### src/rtl/seq_alu.sv
// seq_alu -- sequential signed ALU with valid/ready handshakes.
//
// Single-cycle ops (ADD, SUB, PASS_A, PASS_B, AND, OR, SLT, illegal and
// divide-by-zero) produce a result one cycle after acceptance. MUL and DIV
// iterate for WIDTH cycles in BUSY. The result is held in DONE until the
// consumer takes it.
//
// Optional feature macro: SEQ_ALU_DIV_EN
//   defined   -> iterative restoring divider present
//   undefined -> divider logic absent, DIV opcode is reported as illegal
//
// Ports:
//   clk, rst_n            clock, synchronous active-low reset
//   in_valid / in_ready   request handshake (ready only in IDLE)
//   op_a, op_b            signed WIDTH-bit operands
//   control               4-bit opcode
//   out_valid / out_ready result handshake
//   data_out              2*WIDTH-bit result
//   sign_flag, zero_flag, div0_flag, illegal_flag   result status
module seq_alu #(
   parameter int WIDTH = 16
) (
   input  logic                      clk,
   input  logic                      rst_n,
   input  logic                      in_valid,
   output logic                      in_ready,
   input  logic signed [WIDTH-1:0]   op_a,
   input  logic signed [WIDTH-1:0]   op_b,
   input  logic [3:0]                control,
   output logic                      out_valid,
   input  logic                      out_ready,
   output logic [2*WIDTH-1:0]        data_out,
   output logic                      sign_flag,
   output logic                      zero_flag,
   output logic                      div0_flag,
   output logic                      illegal_flag
);

   localparam int DW    = 2 * WIDTH;
   localparam int CNT_W = $clog2(WIDTH);

   localparam logic [3:0] OP_ADD   = 4'b0000;
   localparam logic [3:0] OP_SUB   = 4'b0001;
   localparam logic [3:0] OP_DIV   = 4'b0010;
   localparam logic [3:0] OP_MUL   = 4'b0011;
   localparam logic [3:0] OP_PASSB = 4'b0100;
   localparam logic [3:0] OP_PASSA = 4'b0101;
   localparam logic [3:0] OP_AND   = 4'b0110;
   localparam logic [3:0] OP_OR    = 4'b0111;
   localparam logic [3:0] OP_SLT   = 4'b1000;

   typedef enum logic [1:0] {IDLE, BUSY, DONE} state_t;

   function automatic logic signed [DW-1:0] sext(input logic signed [WIDTH-1:0] v);
      return {{WIDTH{v[WIDTH-1]}}, v};
   endfunction

   // Magnitude of a signed value; -2^(WIDTH-1) maps to 2^(WIDTH-1), which still fits unsigned.
   function automatic logic [WIDTH-1:0] mag(input logic signed [WIDTH-1:0] v);
      return v[WIDTH-1] ? -v : v;
   endfunction

   state_t                    r_state, w_state_nxt;
   logic [CNT_W-1:0]          r_cnt;
   logic [DW-1:0]             r_data;
   logic                      r_sign, r_zero, r_div0, r_ill;

   // iteration operands: unsigned magnitudes plus result sign
   logic [DW-1:0]             r_acc, r_mcand;
   logic [WIDTH-1:0]          r_mplier;
   logic                      r_neg;

   logic signed [DW-1:0]      w_imm;
   logic                      w_imm_ill, w_imm_dz, w_iter, w_last;
   logic [DW-1:0]             w_acc_nxt, w_mul_res, w_fin;

`ifdef SEQ_ALU_DIV_EN
   logic [WIDTH-1:0]          r_rem, r_quo, r_dvs;
   logic                      r_is_div, r_a_neg;
   logic [WIDTH:0]            w_shift, w_trial;
   logic [WIDTH-1:0]          w_rem_nxt, w_quo_nxt, w_rem_fin, w_quo_fin;
`endif

   assign in_ready     = (r_state == IDLE);
   assign out_valid    = (r_state == DONE);
   assign data_out     = r_data;
   assign sign_flag    = r_sign;
   assign zero_flag    = r_zero;
   assign div0_flag    = r_div0;
   assign illegal_flag = r_ill;
   assign w_last       = (r_cnt == CNT_W'(WIDTH - 1));

   // decode and single-cycle results, computed straight from the request
   always_comb begin
      w_imm     = '0;
      w_imm_ill = 1'b0;
      w_imm_dz  = 1'b0;
      w_iter    = 1'b0;
      case (control)
         OP_ADD:   w_imm = sext(op_a) + sext(op_b);
         OP_SUB:   w_imm = sext(op_a) - sext(op_b);
         OP_MUL:   w_iter = 1'b1;
         OP_PASSB: w_imm = sext(op_b);
         OP_PASSA: w_imm = sext(op_a);
         OP_AND:   w_imm = sext(op_a) & sext(op_b);
         OP_OR:    w_imm = sext(op_a) | sext(op_b);
         OP_SLT:   w_imm = {{(DW-1){1'b0}}, (op_a < op_b)};
         OP_DIV: begin
`ifdef SEQ_ALU_DIV_EN
            if (op_b == '0) begin
               w_imm    = {op_a, {WIDTH{1'b1}}};
               w_imm_dz = 1'b1;
            end else begin
               w_iter = 1'b1;
            end
`else
            w_imm_ill = 1'b1;
`endif
         end
         default:  w_imm_ill = 1'b1;
      endcase
   end

   // shift-add multiply step on magnitudes
   assign w_acc_nxt = r_mplier[0] ? (r_acc + r_mcand) : r_acc;
   assign w_mul_res = r_neg ? -w_acc_nxt : w_acc_nxt;

`ifdef SEQ_ALU_DIV_EN
   // restoring divide step: remainder stays below the divisor, so the trial
   // difference is negative exactly when its top bit is set
   assign w_shift   = {r_rem, r_quo[WIDTH-1]};
   assign w_trial   = w_shift - {1'b0, r_dvs};
   assign w_rem_nxt = w_trial[WIDTH] ? w_shift[WIDTH-1:0] : w_trial[WIDTH-1:0];
   assign w_quo_nxt = {r_quo[WIDTH-2:0], ~w_trial[WIDTH]};
   assign w_quo_fin = r_neg   ? -w_quo_nxt : w_quo_nxt;
   assign w_rem_fin = r_a_neg ? -w_rem_nxt : w_rem_nxt;
   assign w_fin     = r_is_div ? {w_rem_fin, w_quo_fin} : w_mul_res;
`else
   assign w_fin     = w_mul_res;
`endif

   always_ff @(posedge clk) begin
      if (!rst_n) r_state <= IDLE;
      else        r_state <= w_state_nxt;
   end

   always_comb begin
      w_state_nxt = r_state;
      case (r_state)
         IDLE:    if (in_valid) w_state_nxt = w_iter ? BUSY : DONE;
         BUSY:    if (w_last) w_state_nxt = DONE;
         DONE:    if (out_ready) w_state_nxt = IDLE;
         default: w_state_nxt = IDLE;
      endcase
   end

   // result register and flags
   always_ff @(posedge clk) begin
      if (!rst_n) begin
         r_cnt  <= '0;
         r_data <= '0;
         r_sign <= 1'b0;
         r_zero <= 1'b0;
         r_div0 <= 1'b0;
         r_ill  <= 1'b0;
      end else begin
         case (r_state)
            IDLE: if (in_valid) begin
               r_cnt <= '0;
               if (!w_iter) begin
                  r_data <= w_imm;
                  r_sign <= w_imm[DW-1];
                  r_zero <= (w_imm == '0);
                  r_div0 <= w_imm_dz;
                  r_ill  <= w_imm_ill;
               end
            end
            BUSY: begin
               r_cnt <= r_cnt + CNT_W'(1);
               if (w_last) begin
                  r_data <= w_fin;
                  r_sign <= w_fin[DW-1];
                  r_zero <= (w_fin == '0);
                  r_div0 <= 1'b0;
                  r_ill  <= 1'b0;
               end
            end
            default: ;
         endcase
      end
   end

   // iteration datapath; loaded on accept, frozen outside BUSY
   always_ff @(posedge clk) begin
      if (r_state == IDLE && in_valid) begin
         r_acc    <= '0;
         r_mcand  <= {{WIDTH{1'b0}}, mag(op_a)};
         r_mplier <= mag(op_b);
         r_neg    <= op_a[WIDTH-1] ^ op_b[WIDTH-1];
`ifdef SEQ_ALU_DIV_EN
         r_rem    <= '0;
         r_quo    <= mag(op_a);
         r_dvs    <= mag(op_b);
         r_is_div <= (control == OP_DIV);
         r_a_neg  <= op_a[WIDTH-1];
`endif
      end else if (r_state == BUSY) begin
         r_acc    <= w_acc_nxt;
         r_mcand  <= r_mcand << 1;
         r_mplier <= r_mplier >> 1;
`ifdef SEQ_ALU_DIV_EN
         r_rem    <= w_rem_nxt;
         r_quo    <= w_quo_nxt;
`endif
      end
   end

endmodule

### config.mk
export PLATFORM = sky130hd
export DESIGN_NAME = seq_alu
export DESIGN_NICKNAME = d
export VERILOG_FILES = /design/src/rtl/seq_alu.sv
export SDC_FILE = /design/constraint.sdc
export NUM_CORES = 1
export LEC_CHECK = 0
export BUFFER_PORTS_ARGS = -buffer_cell sky130_fd_sc_hd__buf_2
export CAP_MARGIN = 20
export CORE_MARGIN = 4
export CORE_UTILIZATION = 45
export CTS_CLUSTER_DIAMETER = 40
export DETAILED_ROUTE_END_ITERATION = 7
export PLACE_DENSITY = 0.72
export SKIP_LAST_GASP = 1
export SLEW_MARGIN = 20
export SYNTH_ARGS = -nofsm -noshare
export SYNTH_HDL_FRONTEND = slang
export SYNTH_SLANG_ARGS = --single-unit
### constraint.sdc
create_clock -name clk -period 5.25 [get_ports clk]
set_input_delay 0.2625 -clock clk [delete_from_list [all_inputs] [get_ports clk]]
set_output_delay 0.2625 -clock clk [all_outputs]
set_load 0.01 [all_outputs]
==> impl_metrics.json <==
{
  "synth_top_area_cell": "dfxtp_1",
  "area_growth_pct": 10.83,
  "drt-total-wl_um": 34860,
  "rows": 57,
  "ys_types": 97,
  "synth_fp_nets": 1551,
  "status": "completed",
  "worstSetupPathType": "flip-flop to flip-flop",
  "antenna_found_initial": 0,
  "fmax_mhz": 223.7,
  "cts.repair.resized": 0,
  "initial_core_util_pct": 45.78,
  "hold_viol": 0,
  "cp.arrival_ns": 4.84,
  "fp.dieW_um": 165.3,
  "min_period_ns": 4.470,
  "finish.utilization_pct": 50.74,
  "vias_per_cell": 6.190,
  "dpl.cell_count": 1760,
  "clkTransAtPathRegs_ns": 0.07,
  "slowest_delay_ns": 0.48,
  "finalCritPeriodShare_pct": 85.14,
  "drt-initial-drc-count": 1098,
  "top_level_ports": 78,
  "grt_max_degree": 78,
  "finClkSkew_ns": 0.01084,
  "vdd_drop_max_v": 0.0002182,
  "end_kind": "flip-flop",
  "power.density_nw_per_um2": 254.5,
  "place.gp.congestion": 0.9868,
  "path_buf_inv": 0,
  "place_hpwl_um": 26040,
  "fin_setup_tns_ns": 0,
  "leakage_nw": 5.058,
  "cp-start-kind": "flip-flop",
  "final_common_cell": "nand2_1",
  "cts_tree": "yes",
  "ys_seq_area_share_pct": 24.72,
  "clock_path_buffers": 2,
  "cp_cell_sequence": "ha_1 > fa_1 > a211o_1 > a21oi_1 > o22ai_1 > nor4_2 > nand2b_1 > or2_1 > or3_1 > o41ai_1 > xor2_1 > nor4_1 > o2111ai_1 > nand3_1",
  "grt_overflow": 0,
  "rsz0062_at_grt": "false",
  "antenna_left": 0,
  "final_cell_mix": "nand2_1 (163), o21ai_0 (142), nor2_1 (105)",
  "yosysWarnings": 0,
  "nNetsFinal": 1582,
  "hold_path.class": "input port to flip-flop",
  "cap_viol_max_count": 0,
  "relSlewSlack_pct": 26.23,
  "diodes": 0,
  "cts_sinks": 121,
  "tightest_slew_ns": 1.089,
  "grt_usage_pct": 25.24,
  "cts_buffers": 17,
  "yosys-top-cells-area": "dfxtp_1 (16%), ha_1 (9.4%), edfxtp_1 (8.9%)",
  "slew_viol_final": 0,
  "layout.cells.non_filler": 1792,
  "hold_buffers": 0,
  "async_flop_share_pct": 0,
  "grt_pass1_wl_um": 55320,
  "htreeDepth": 4,
  "insertion_delay_ns": 0.43,
  "setup_violations": 0,
  "cts-root-buf": "clkbuf_16",
  "core_um2": 24320,
  "crit_family": "simple AND/OR/NAND/NOR gates",
  "portBuffers": 76,
  "die-area_um2": 27320,
  "ys_ff_latch": 121,
  "die_h_um": 165.3,
  "wl_per_cell_um": 19.46,
  "layout-drive-gt1-share_pct": 13.15,
  "syn_area_um2": 11130,
  "synth_ff_type": "dfxtp_1",
  "drcViolationCount": 0,
  "worstPathMaxFanout": 5,
  "drt_first_pass_iters": 6,
  "nFillCells": 2325,
  "syn_inst": 1424,
  "required_ns": 5.62,
  "avgSynthCellArea_um2": 7.818,
  "slowest_stage": "fa_1",
  "post-cts-setup-buffers": 0,
  "synth-edff-count": 33,
  "vias": 11090,
  "yosys.area.top_type_share_pct": 15.82,
  "grt_pass1_vias": 10510
}
## Yosys cell counts (all sizes together) (9+ instances only)
library cell  instances
o21a                 15
or4                   9
or3                  19
a31oi                17
and2                 10
nand2b               18
o21ai               152
xnor2                62
nor2b                15
a21o                 19
nor2                105
edfxtp               33
nor4                 13
o211ai               18
a21oi                95
ha                   84
dfxtp                88
and3                 11
mux4                 15
nor3                 34
xor2                 10
o31ai                16
inv                  72
nand4                24
mux2i                14
nand2               164
a211oi               13
buf                  30
nand3                46
o41ai                10
o22ai                 9
clkbuf               50
## cell families (layout without fill, tap and decap cells)
| kind of cell | after synthesis | in the layout | synth area share (%) |
|---|---|---|---|
| AO/OA/AOI/OAI | 459 | 459 | 27.66 |
| other | 1 | 1 | 0.03368 |
| adder cells (fa/ha/maj) | 87 | 87 | 9.980 |
| multiplexers | 30 | 30 | 4.394 |
| AND/OR/NAND/NOR | 501 | 501 | 22.17 |
| buffers and inverters | 153 | 197 | 5.372 |
| flip-flops | 121 | 121 | 24.72 |
| XOR/XNOR | 72 | 72 | 5.664 |
## state kept, by name, summed over array words and instances (netlist names)
| name | count |
|---|---|
| data_out | 32 |
| r_acc | 32 |
| r_mcand | 32 |
| r_mplier | 16 |
| r_cnt | 4 |
| r_state | 2 |
| illegal_flag | 1 |
| r_neg | 1 |
| zero_flag | 1 |
## metrics by stage
| step | hold WS [ns] | total power [mW] | setup slack [ns] | cell area [um2] |
|---|---|---|---|---|
| after floorplan | 0.4009 | 1.642 | 1.267 | 11130 |
| after global placement | 0.4440 | 1.868 | 1.022 | 11730 |
| after detailed placement | 0.4479 | 1.877 | 0.9427 | 11730 |
| after CTS | 0.08755 | 3.134 | 0.8674 | 12340 |
| after global routing | 0.1103 | 3.279 | 0.4426 | 12340 |
| final | 0.09625 | 3.141 | 0.7803 | 12340 |
## layout make-up
cell class / count / area (um2) / area share (%)
clock buffers: 17 / 425.4 / 3.448
flip-flops and latches: 121 / 2753 / 22.31
multi-input cells: 1150 / 7795 / 63.17
well taps: 324 / 405.4 / 3.285
inverters: 73 / 274.0 / 2.221
repair buffers: 92 / 500.5 / 4.056
clock inverters: 15 / 186.4 / 1.511
## power by group
group | switching [mW] | internal, mW
Clock | 0.507 | 0.758
Combinational | 0.524 | 0.299
Sequential | 0.0333 | 1.02
Total | 1.06 | 2.08
## metal layers
metal  share of wire (%)  track usage, %
met3                 6.3           4.244
met1                  42           31.56
met2                  48           43.50
met5                   0               0
met4                 4.0           9.674
## final timing paths
| path | startpoint | endpoint | slack, ns | cells past startpoint |
|---|---|---|---|---|
| max | r_mcand[0] | zero_flag | 0.78 | 14 |
| min | out_ready | r_state[1] | 0.1 | 3 |
| max reg2reg | r_mcand[0] | zero_flag | 0.78 | 14 |
| min reg2reg | data_out[10] | data_out[10] | 0.45 | 2 |
## worst min-delay path, stage by stage
cell and delay (ns):
buf_2 0.07, nand2b_1 0.08, a21oi_1 0.06
Note: power is estimated with default switching activity, not from simulation.
